===== src/rtl/nubus_sram_pkg.sv =====
// Shared types and constants for the NuBus SRAM controller.
// Holds the access state encoding, byte-enable constants and a read/write helper.
package nubus_sram_pkg;

  typedef enum logic [2:0] {
    IDLE,
    SETUP,
    STROBE,
    HOLD,
    DONE,
    RELEASE
  } state_t;

  localparam logic [3:0] BEN_NONE = 4'hF;
  localparam logic [3:0] BEN_ALL  = 4'h0;

  // A request with no byte-lane write strobes is a read.
  function automatic logic is_read(input logic [3:0] write);
    return (write == 4'b0000);
  endfunction

endpackage


===== src/rtl/nubus_sram_ctrl.sv =====
// NuBus slave memory port backend: turns mem_* requests into timed accesses
// on an external asynchronous 32-bit SRAM with byte enables and wait states.
module nubus_sram_ctrl #(
  parameter int          ADDR_W         = 18,
  parameter int          EXP_ENABLE     = 0,
  parameter logic [31:0] UNMAPPED_RDATA = 32'h0000_0000
) (
  input  logic              mem_clk,
  input  logic              mem_reset,
  input  logic              mem_valid,
  input  logic [3:0]        mem_write,
  input  logic [31:0]       mem_addr,
  input  logic [31:0]       mem_wdata,
  input  logic              mem_myslot,
  input  logic              mem_myexp,
  input  logic [1:0]        mem_wait_clocks,
  output logic [31:0]       mem_rdata,
  output logic              mem_ready,
  output logic [ADDR_W-1:0] sram_addr,
  output logic [31:0]       sram_dq_o,
  input  logic [31:0]       sram_dq_i,
  output logic              sram_dq_oe,
  output logic              sram_cen,
  output logic              sram_oen,
  output logic              sram_wen,
  output logic [3:0]        sram_ben
);
  import nubus_sram_pkg::*;

  state_t      r_state;
  logic [1:0]  r_cnt;
  logic [3:0]  r_write;
  logic        w_mapped;
  logic        w_unused_addr;

  assign w_mapped      = mem_myslot | ((EXP_ENABLE != 0) & mem_myexp);
  assign w_unused_addr = ^{mem_addr[31:ADDR_W+2], mem_addr[1:0]};

  // Every SRAM pin is set on entry to the state that needs it, so all outputs stay registered.
  always_ff @(posedge mem_clk or posedge mem_reset) begin
    if (mem_reset) begin
      r_state    <= IDLE;
      r_cnt      <= 2'd0;
      r_write    <= 4'b0000;
      mem_ready  <= 1'b0;
      mem_rdata  <= 32'h0000_0000;
      sram_addr  <= '0;
      sram_dq_o  <= 32'h0000_0000;
      sram_dq_oe <= 1'b0;
      sram_cen   <= 1'b1;
      sram_oen   <= 1'b1;
      sram_wen   <= 1'b1;
      sram_ben   <= BEN_NONE;
    end else begin
      case (r_state)
        IDLE: begin
          if (mem_valid && w_mapped) begin
            r_write   <= mem_write;
            r_cnt     <= mem_wait_clocks;
            sram_addr <= mem_addr[ADDR_W+1:2];
            sram_cen  <= 1'b0;
            if (is_read(mem_write)) begin
              sram_oen <= 1'b0;
              sram_ben <= BEN_ALL;
            end else begin
              sram_dq_oe <= 1'b1;
              sram_dq_o  <= mem_wdata;
              sram_ben   <= ~mem_write;
            end
            r_state <= SETUP;
          end else if (mem_valid) begin
            if (is_read(mem_write)) begin
              mem_rdata <= UNMAPPED_RDATA;
            end
            mem_ready <= 1'b1;
            r_state   <= DONE;
          end
        end

        SETUP: begin
          if (!is_read(r_write)) begin
            sram_wen <= 1'b0;
          end
          r_state <= STROBE;
        end

        STROBE: begin
          if (r_cnt == 2'd0) begin
            if (is_read(r_write)) begin
              mem_rdata <= sram_dq_i;
              sram_cen  <= 1'b1;
              sram_oen  <= 1'b1;
              sram_ben  <= BEN_NONE;
              mem_ready <= 1'b1;
              r_state   <= DONE;
            end else begin
              sram_wen <= 1'b1;
              r_state  <= HOLD;
            end
          end else begin
            r_cnt <= r_cnt - 2'd1;
          end
        end

        // Write data and chip enable stay put one more cycle after wen rises.
        HOLD: begin
          sram_cen   <= 1'b1;
          sram_dq_oe <= 1'b0;
          sram_ben   <= BEN_NONE;
          mem_ready  <= 1'b1;
          r_state    <= DONE;
        end

        DONE: begin
          mem_ready <= 1'b0;
          r_state   <= RELEASE;
        end

        // The slave holds valid until it sees ready; wait for it to drop so it cannot re-trigger.
        RELEASE: begin
          if (!mem_valid) begin
            r_state <= IDLE;
          end
        end

        default: r_state <= IDLE;
      endcase
    end
  end

endmodule


===== config.mk =====
export PLATFORM = sky130hd
export DESIGN_NAME = nubus_sram_ctrl
export DESIGN_NICKNAME = d
export VERILOG_FILES = /design/src/rtl/nubus_sram_pkg.sv /design/src/rtl/nubus_sram_ctrl.sv
export SDC_FILE = /design/constraint.sdc
export NUM_CORES = 1
export LEC_CHECK = 0
export ABC_AREA = 1
export BUFFER_PORTS_ARGS = -buffer_cell sky130_fd_sc_hd__buf_2
export CORE_UTILIZATION = 43
export CTS_BUF_LIST = sky130_fd_sc_hd__clkbuf_2 sky130_fd_sc_hd__clkbuf_4 sky130_fd_sc_hd__clkbuf_8
export DETAILED_ROUTE_END_ITERATION = 7
export PLACE_DENSITY = 0.74
export SYNTH_ARGS = -nofsm -noshare
export SYNTH_HDL_FRONTEND = slang
export SYNTH_SLANG_ARGS = --single-unit

===== constraint.sdc =====
create_clock -name mem_clk -period 3.4 [get_ports mem_clk]
set_input_delay 0.34 -clock mem_clk [delete_from_list [all_inputs] [get_ports mem_clk]]
set_output_delay 0.34 -clock mem_clk [all_outputs]
set_load 0.01 [all_outputs]

==> flow_summary.toml, run 1 <==
[pwr]
p_leak_nw = 3.44
power-per-cell-area_mw_per_mm2 = 791
ir_drop_mv = 0.350

[logic_synthesis]
syn_avg_cell_area_sq_um = 8.08
netlist_instances = 544
yosysWarnings = 0
synth_top_cell_area_share = 0.530
ys_seq_area_frac = 0.571
yosys.area.top_type = "dfrtp_1"
synthDistinctLibCells = 25
ys_ff_latch = 100
ys_top_cells_by_area = "dfrtp_1 53%, nand2_1 21%, nand3_1 4.4%"
syn-cell-area_sq_mm = 0.00439
syn-num-nets = 652

[finish]
drive_gt1_frac = 0.315
num_antenna_cells = 0
fill_cells = 961
final_common_cell = "nand2_1"
layout_common_cells = "246 x nand2_1, 182 x buf_2, 93 x dfrtp_1"
syn2layout_area_growth_pct = 26.4
finalNetCount = 827

[drt]
wl_per_cell_um = 12.0
drt_iter0_drc = 108
route.detailed.drc = 0
antenna_left = 0
vias = 3960
wl_um = 10300
dr.pass1.iters = 4
via_per_inst = 4.63

[worst_setup_path]
endpoint_kind = "register"
rrSetupSlack_ps = 1210
cpMostUsedCell = "nand2_1"
critPathTopFamily = "simple AND/OR/NAND/NOR gates"
worstSetupPathType = "register to register"
worstReg2RegEnd = "mem_rdata[7]"
critPathLaunchType = "register"
r2r_cells = 9
cp_data_required_time_ps = 3640
cp_data_arrival_time_ps = 2430
cp_num_buf_inv = 2
path_depth = 9
r2r-start = "r_state[2]"
critical_path.max_stage_delay_ps = 470
worst-path-max-fanout = 33
crit_chain = "inv_2 -> nand2_2 -> nor2_4 -> nand2_2 -> nand2_1 -> inv_2 -> nand3_4 -> nand2_1 -> nand2_1"
slowest_stage = "nand3_4"
cp-startpoint = "r_state[2]"

[global_routing]
grt_pass1_vias = 3604
grt_pass1_wl_um = 15800
grtUsageMet2 = 0.335
met3_usage = 0.0434
grt_util_met1 = 0.227
grt_max_degree = 43
grtUsageTotal = 0.192
grt.busiest_layer = "met2"
grt-ovfl-total = 0
antenna_found_initial = 0

[sta]
hold_viol_final = 0
finalSetupViolCount = 0
tightestPinTransition_ps = 701
fin_crit_sh = 0.644
period_needed_ps = 2190
skew_ps = 10.3
setup-tns-final_ps = 0
fmax_mhz = 457
rsz0062_at_grt = "no"
drv_slew = 0
holdWs_ps = 21.1
relSlewSlack = 0.531

[placed_design]
globalplace.congestion = 0.845
portBuffers = 182
dp_hpwl_um = 7170

[clock_tree]
ctsResizeCount = 0
post-cts-setup-buffers = 0
cts_num_sinks = 100
clk_latency_ps = 360
cts_inserted_buffers = 9
clockBufferDepth = 2
h-tree-depth = 3
root_buffer = "clkbuf_8"
cts_tree = "yes"
cts_hold_buf = 0
clk_pin_slew_ps = 90

[floorplanning]
core_sq_mm = 0.00982
die_w_um = 103
rows = 36
pin_count = 198
die-area_sq_mm = 0.0106
die_h_um = 103
start_util = 0.448

[outcome]
status = "complete, no violations"

[run]
drv_cap = 0

[min_path]
hold_path_class = "input port to asynchronous set/reset pin"
## state kept, by name (all words and copies together), names as in the netlist, 2 cells and up
| register | count |
|---|---|
| sram_addr | 18 |
| mem_rdata | 32 |
| sram_ben | 4 |
| r_cnt | 2 |
| r_write | 4 |
| r_state | 3 |
| sram_dq_o | 32 |
## Yosys cell counts
| library cell | count |
|---|---|
| buf_6 | 3 |
| nand2_4 | 1 |
| ha_1 | 1 |
| a21oi_1 | 11 |
| nor3_1 | 1 |
| dfrtp_1 | 93 |
| inv_2 | 6 |
| nor2_2 | 1 |
| buf_1 | 1 |
| nand3_2 | 1 |
| nor2_1 | 43 |
| nand3_1 | 39 |
| nand2_1 | 246 |
| o21ai_0 | 9 |
| nand2_2 | 4 |
| clkbuf_4 | 1 |
| o211ai_2 | 1 |
| dfstp_2 | 7 |
| nor2_4 | 4 |
| clkbuf_1 | 3 |
| nand3_4 | 1 |
| buf_4 | 2 |
| o2bb2ai_1 | 1 |
| inv_1 | 52 |
| buf_2 | 12 |
## worst max-delay path by stage
stage | endpoint | slack [ps]
global placement | mem_rdata[7] | 1310
detailed placement | mem_rdata[7] | 1230
CTS | mem_rdata[7] | 1210
floorplan | mem_rdata[0] | 450
finish | mem_rdata[7] | 1210
global route | mem_rdata[19] | 1030
## worst register-to-register path, cell delays in order, from the launching register on
cell and delay, ps:
dfrtp_1 440, inv_2 120, nand2_2 100, nor2_4 60, nand2_2 90, nand2_1 90, inv_2 450, nand3_4 470
nand2_1 200, nand2_1 70
## per-layer routing
layer	routed length, um	part of all wire
met5	0	0
met4	161	0.016
met3	693	0.067
met2	5000	0.49
met1	4430	0.43
## stage by stage
step                      total power [mW]  setup WS (ps)  utilization  std cells  area [sq um]
after floorplan                       3.09            453            -        544          4390
after global placement                3.66           1310        0.547        841          5370
after detailed placement              3.73           1230        0.547        841          5370
after CTS                             4.46           1210        0.566        856          5550
after global routing                  4.77           1030        0.566        856          5550
final                                 4.39           1210        0.566        856          5550
## final cells by class
class / instances / area [sq um] / share of cell area
Sequential cell: 100 / 2510 / 0.452
Tap cell: 133 / 166 / 0.0300
Clock inverter: 1 / 7.51 / 0.00135
Inverter: 58 / 220 / 0.0396
Clock buffer: 14 / 174 / 0.0313
Multi-Input combinational cell: 364 / 1530 / 0.276
Timing Repair Buffer: 186 / 941 / 0.169
## power by group
part / switching, mW / leakage [nW] / internal [mW] / total (mW)
Clock: 0.382 / 0.0930 / 0.328 / 0.710
Sequential: 0.252 / 1.28 / 1.67 / 1.92
Combinational: 1.12 / 2.07 / 0.637 / 1.76
## kinds of logic after synthesis
| logic type | synth area share |
|---|---|
| DFF | 0.571 |
| adders and majority gates | 0.00285 |
| and+or+nand+nor | 0.319 |
| buffers and inverters | 0.0794 |
| AOI/OAI and AO/OA | 0.0276 |
No activity file was read; power rests on OpenSTA's default activity.
==> run 2: changes to the inputs <==
--- a/config.mk
+++ b/config.mk
@@ -10,7 +10,7 @@
 export CORE_UTILIZATION = 43
 export CTS_BUF_LIST = sky130_fd_sc_hd__clkbuf_2 sky130_fd_sc_hd__clkbuf_4 sky130_fd_sc_hd__clkbuf_8
 export DETAILED_ROUTE_END_ITERATION = 7
-export PLACE_DENSITY = 0.74
+export PLACE_DENSITY = 0.77
 export SYNTH_ARGS = -nofsm -noshare
 export SYNTH_HDL_FRONTEND = slang
 export SYNTH_SLANG_ARGS = --single-unit
==> constraint.sdc (replaced) <==
create_clock -name mem_clk -period 1.9 [get_ports mem_clk]
set_input_delay 0.19 -clock mem_clk [delete_from_list [all_inputs] [get_ports mem_clk]]
set_output_delay 0.19 -clock mem_clk [all_outputs]
set_load 0.01 [all_outputs]
==> flow_summary.toml, run 2 (synthesized netlist as in run 1, its figures left out) <==
[run]
drv_cap = 0

[sta]
fmax_mhz = 557
setup-tns-final_ps = 0
tightestPinTransition_ps = 793
rsz0062_at_grt = "no"
relSlewSlack = 0.465
period_needed_ps = 1790
drv_slew = 0
finalSetupViolCount = 0
fin_crit_sh = 0.944
skew_ps = 12.3
hold_viol_final = 0

[pwr]
p_seq_frac = 0.417
p_sw_frac = 0.395
total_power_mw = 8.25
power-per-cell-area_mw_per_mm2 = 1450
clkPwrFrac = 0.183
internal-power_mw = 4.99
p_sw_mw = 3.26
ir_drop_mv = 0.667
p_comb_frac = 0.400
p_leak_nw = 3.50

[drt]
wl_met1_um = 4470
antenna_left = 0
wl_met2_um = 5060
via_per_inst = 4.64
wl_met3_um = 662
route.detailed.drc = 0
dr.pass1.iters = 5
drt_iter0_drc = 240
vias = 4013
wl_um = 10400
dr.max_layer_used = "met4"
wl_per_cell_um = 12.0

[worst_setup_path]
worstReg2RegEnd = "mem_rdata[22]"
crit_chain = "inv_2 -> nand2_1 -> inv_2 -> nand2_4 -> nand2_2 -> nor2_2 -> nand3_1 -> nand2_1"
cp_data_required_time_ps = 2190
cp_data_arrival_time_ps = 2080
slowest_stage = "nor2_2"
worstSetupPathType = "register to register"
r2r_cells = 8
cp_num_buf_inv = 2
path_depth = 8
critPathTopFamily = "simple AND/OR/NAND/NOR gates"
r2r-start = "r_state[2]"
critical_path.max_stage_delay_ps = 580
rrSetupSlack_ps = 110
endpoint_kind = "register"
critPathLaunchType = "register"
worst-path-max-fanout = 16

[min_path]
hold_start = "mem_addr[12]"
hold_path_class = "input port to register"
min_path_cells = 3
hold-path-endpoint = "sram_addr[10]"

[floorplanning]
die-area_sq_mm = 0.0106
pin_count = 198
start_util = 0.448
core_sq_mm = 0.00982
die_h_um = 103
rows = 36
die_w_um = 103

[global_routing]
antenna_found_initial = 0
grt_pass1_vias = 3733
grt-ovfl-total = 0
grtUsageTotal = 0.191
grt_pass1_wl_um = 15900
grt_max_degree = 36

[clock_tree]
root_buffer = "clkbuf_8"
clockBufferDepth = 2
cts_inserted_buffers = 9
cts_tree = "yes"
h-tree-depth = 3
post-cts-setup-buffers = 0
clk_pin_slew_ps = 100
cts_num_sinks = 100
clk_latency_ps = 350

[finish]
final_common_cell = "nand2_1"
num_antenna_cells = 0
fill_cells = 939
multiInputGateArea_sq_mm = 0.00156
seq_area_sq_mm = 0.00251
drive_gt1_frac = 0.321
fin_area_sq_mm = 0.00570
finalNetCount = 834
layout_common_cells = "246 x nand2_1, 182 x buf_2, 93 x dfrtp_1"
reg.largest.list = "mem_rdata: 32 flops, sram_dq_o: 32 flops, sram_addr: 18 flops"
syn2layout_area_growth_pct = 29.8

[placed_design]
portBuffers = 182
dp_hpwl_um = 7250
globalplace.congestion = 0.826
dpl-instance-area_sq_mm = 0.00544

[outcome]
status = "complete, no violations"
## run 2: what timing repair did
| action | in CTS | in global routing |
|---|---|---|
| endpoints found under the setup margin | 30 | 23 |
| endpoints found under the hold margin | 15 | 0 |
| hold buffers | 1 | 0 |
| pin swaps | 1 | 2 |
| gates resized for setup | 1 | 1 |
| gates cloned | 0 | 2 |
## run 2: routing by layer
| metal | up-vias | track usage |
|---|---|---|
| li1 | 2008 | - |
| met1 | 1841 | 0.224 |
| met2 | 149 | 0.337 |
| met3 | 15 | 0.0414 |
| met4 | 0 | 0.0867 |
| met5 | - | 0 |
## run 2: through the flow
step / hold slack, ps / setup WS [ps] / cells / utilization
floorplan: 300 / 526 / 544 / -
global placement: 242 / 19.3 / 845 / 0.554
detailed placement: 243 / -24.9 / 845 / 0.554
CTS: 12.0 / 109 / 862 / 0.578
global route: 13.0 / 17.1 / 864 / 0.581
finish: 24.1 / 106 / 864 / 0.581
## run 2: power groups by stage
| stage | clock network (mW) | logic (mW) | registers (mW) |
|---|---|---|---|
| floorplan | 0 | 1.72 | 3.81 |
| global placement | 0 | 3.13 | 3.44 |
| CTS | 1.55 | 3.23 | 3.44 |
| finish | 1.51 | 3.30 | 3.44 |
| global route | 1.64 | 3.73 | 3.54 |
| detailed placement | 0 | 3.23 | 3.46 |
## run 2: worst max-delay path by stage
stage | startpoint | end | slack [ps]
after floorplan | mem_reset | mem_rdata[0] | 530
after global placement | r_state[2] | mem_rdata[13] | 20
after detailed placement | r_state[2] | mem_rdata[20] | -20
after CTS | r_state[2] | mem_rdata[20] | 110
after global routing | r_state[0] | mem_rdata[31] | 20
final | r_state[2] | mem_rdata[22] | 110
## run 2: final cells by class
type / count / share of cell area
Timing Repair Buffer: 191 / 0.179
Multi-Input combinational cell: 366 / 0.273
Sequential cell: 100 / 0.440
Tap cell: 133 / 0.0292
Clock inverter: 4 / 0.0127
Inverter: 58 / 0.0393
Clock buffer: 12 / 0.0268
## run 2: tightest hold or removal path, cell delays in order
cell	delay (ps)
buf_2	70
nand2_1	40
nand2_1	40
==> run 3: changes to the inputs <==
--- a/config.mk
+++ b/config.mk
@@ -5,12 +5,11 @@
 export SDC_FILE = /design/constraint.sdc
 export NUM_CORES = 1
 export LEC_CHECK = 0
-export ABC_AREA = 1
 export BUFFER_PORTS_ARGS = -buffer_cell sky130_fd_sc_hd__buf_2
 export CORE_UTILIZATION = 43
 export CTS_BUF_LIST = sky130_fd_sc_hd__clkbuf_2 sky130_fd_sc_hd__clkbuf_4 sky130_fd_sc_hd__clkbuf_8
 export DETAILED_ROUTE_END_ITERATION = 7
-export PLACE_DENSITY = 0.77
+export PLACE_DENSITY = 0.79
 export SYNTH_ARGS = -nofsm -noshare
 export SYNTH_HDL_FRONTEND = slang
 export SYNTH_SLANG_ARGS = --single-unit
==> flow_summary.toml, run 3 <==
[worst_setup_path]
endpoint_kind = "register"
cp_data_arrival_time_ps = 2050
crit_chain = "nor4b_4 -> and2_1 -> buf_4 -> mux2_2"
worst-path-max-fanout = 24
critPathLaunchType = "register"
cp_data_required_time_ps = 2140
slowest_stage = "dfrtp_1"
worstSetupPathType = "register to register"
critical_path.max_stage_delay_ps = 470

[outcome]
status = "complete, no violations"

[sta]
hold_viol_final = 0
setup-tns-final_ps = 0
finalSetupViolCount = 0
period_needed_ps = 1810
tightestPinTransition_ps = 632
rsz0062_at_grt = "no"
fin_crit_sh = 0.953
fmax_mhz = 553
relSlewSlack = 0.579
timing.final.ws_setup_ps = 90.2
skew_ps = 13.2
drv_slew = 0

[global_routing]
grt_max_degree = 53
grtUsageTotal = 0.187
grt_pass1_wl_um = 14400
grt-ovfl-total = 0
antenna_found_initial = 0
grt_pass1_vias = 3040

[clock_tree]
clk_pin_slew_ps = 100
clockBufferDepth = 2
cts_inserted_buffers = 9
root_buffer = "clkbuf_8"
cts_num_sinks = 100
cts_hold_buf = 0
ctsResizeCount = 0
clk_latency_ps = 360
cts_tree = "yes"
post-cts-setup-buffers = 0
h-tree-depth = 3

[pwr]
power-per-cell-area_mw_per_mm2 = 1570
p_leak_nw = 2.94
ir_drop_mv = 0.761

[finish]
num_antenna_cells = 0
drive_gt1_frac = 0.531
final_common_cell = "buf_2"
reg.largest.list = "mem_rdata: 32 flops, sram_dq_o: 32 flops, sram_addr: 18 flops"
layout_common_cells = "182 x buf_2, 93 x dfrtp_1, 55 x nand2_1"
fin_area_sq_mm = 0.00535
final_cells = 605
fin_util = 0.602
syn2layout_area_growth_pct = 32.8
finalNetCount = 600

[placed_design]
dpl.cell_count = 589
dp_hpwl_um = 6520
portBuffers = 182
dpl-instance-area_sq_mm = 0.00513
pre_cts_ws_ps = 139
globalplace.congestion = 0.792

[drt]
wl_um = 9060
drt_iter0_drc = 94
via_per_inst = 4.95
dr.pass1.iters = 4
antenna_left = 0
wl_per_cell_um = 15.0
route.detailed.drc = 0
vias = 2995

[logic_synthesis]
async_flop_share = 1.00
netlist_instances = 301
synth_common_cells = "93 x dfrtp_1, 55 x nand2_1, 32 x a22o_1"
syn-num-nets = 409
synth_edf_count = 0
synthFlopType = "dfrtp_1"
ys_seq_area_frac = 0.623
syn-cell-area_sq_mm = 0.00403
ys_top_cells_by_area = "dfrtp_1 58%, mux2_4 11%, a22o_1 7.0%"
ys_ff_latch = 100
synthDistinctLibCells = 33
synth.most_common_cell = "dfrtp_1"
synth_top_cell_area_share = 0.577
yosysWarnings = 0
yosys.area.top_type = "dfrtp_1"
syn_avg_cell_area_sq_um = 13.4

[run]
drv_cap = 0

[min_path]
hold_path_class = "input port to register"

[floorplanning]
core_sq_mm = 0.00889
rows = 34
pin_count = 198
die-area_sq_mm = 0.00977
die_w_um = 98.8
die_h_um = 98.8
start_util = 0.453
## run 3: cell types whose count changed after synthesis, moves of 5 or more
cell	change
o22a_1	+5
mux2_4	+29
mux2_2	+8
inv_2	-6
nor2_1	-33
o21ai_0	-7
a22o_1	+32
nand2_1	-191
inv_1	-45
nand3_1	-39
## run 3: cell families (layout without fill, tap and decap cells)
family | Yosys count | after routing | synth area share
fa+ha+maj | 1 | 1 | 0.00310
mux | 38 | 38 | 0.133
compound gates | 58 | 58 | 0.112
buf+inv | 25 | 221 | 0.0348
simple gates | 79 | 79 | 0.0940
flops | 100 | 100 | 0.623
## run 3: where the power goes
group          internal [mW]  switching (mW)
sequential              3.13           0.536
clock                  0.759           0.719
combinational           1.75            1.53
total                   5.63            2.79
## run 3: routing by layer
layer | track usage | part of all wire | vias up
met4 | 0.0758 | 0.017 | 0
met3 | 0.0482 | 0.062 | 14
met2 | 0.323 | 0.50 | 115
met5 | 0 | 0 | -
li1 | - | - | 1429
met1 | 0.222 | 0.42 | 1437
## run 3: through the flow
stage               hold slack, ps  power, mW
CTS                           2.13       8.52
global placement               380       6.88
finish                        14.9       8.42
global route                  11.6       8.95
floorplan                      295       5.65
detailed placement             390       7.01
## run 3: worst paths after layout
path / cells after the start / slack (ps) / startpoint / to
min in group asynchronous: 3 / 20 / mem_reset / r_state[1]
worst max-delay path: 4 / 90 / r_state[1] / r_write[2]
worst min register to register: 2 / 480 / sram_addr[2] / sram_addr[2]
worst min-delay path: 3 / 10 / mem_addr[17] / sram_addr[15]
worst max register to register: 4 / 90 / r_state[1] / r_write[2]
max in group asynchronous: 3 / 1430 / mem_reset / sram_dq_o[19]
## run 3: critical path: cells and delay by family (launching register included)
| family | cells | cell delay (ps) |
|---|---|---|
| buffers and inverters | 1 | 310 |
| multiplexers | 1 | 380 |
| flip-flops | 1 | 470 |
| AND/OR/NAND/NOR | 2 | 530 |
## run 3: layout make-up
type	count	area, sq um
clock buffers	10	131
clock inverters	6	88.8
fillers	711	3540
inverters	7	30.0
multi-input cells	176	1390
flip-flops and latches	100	2510
well taps	108	135
repair buffers	198	1070
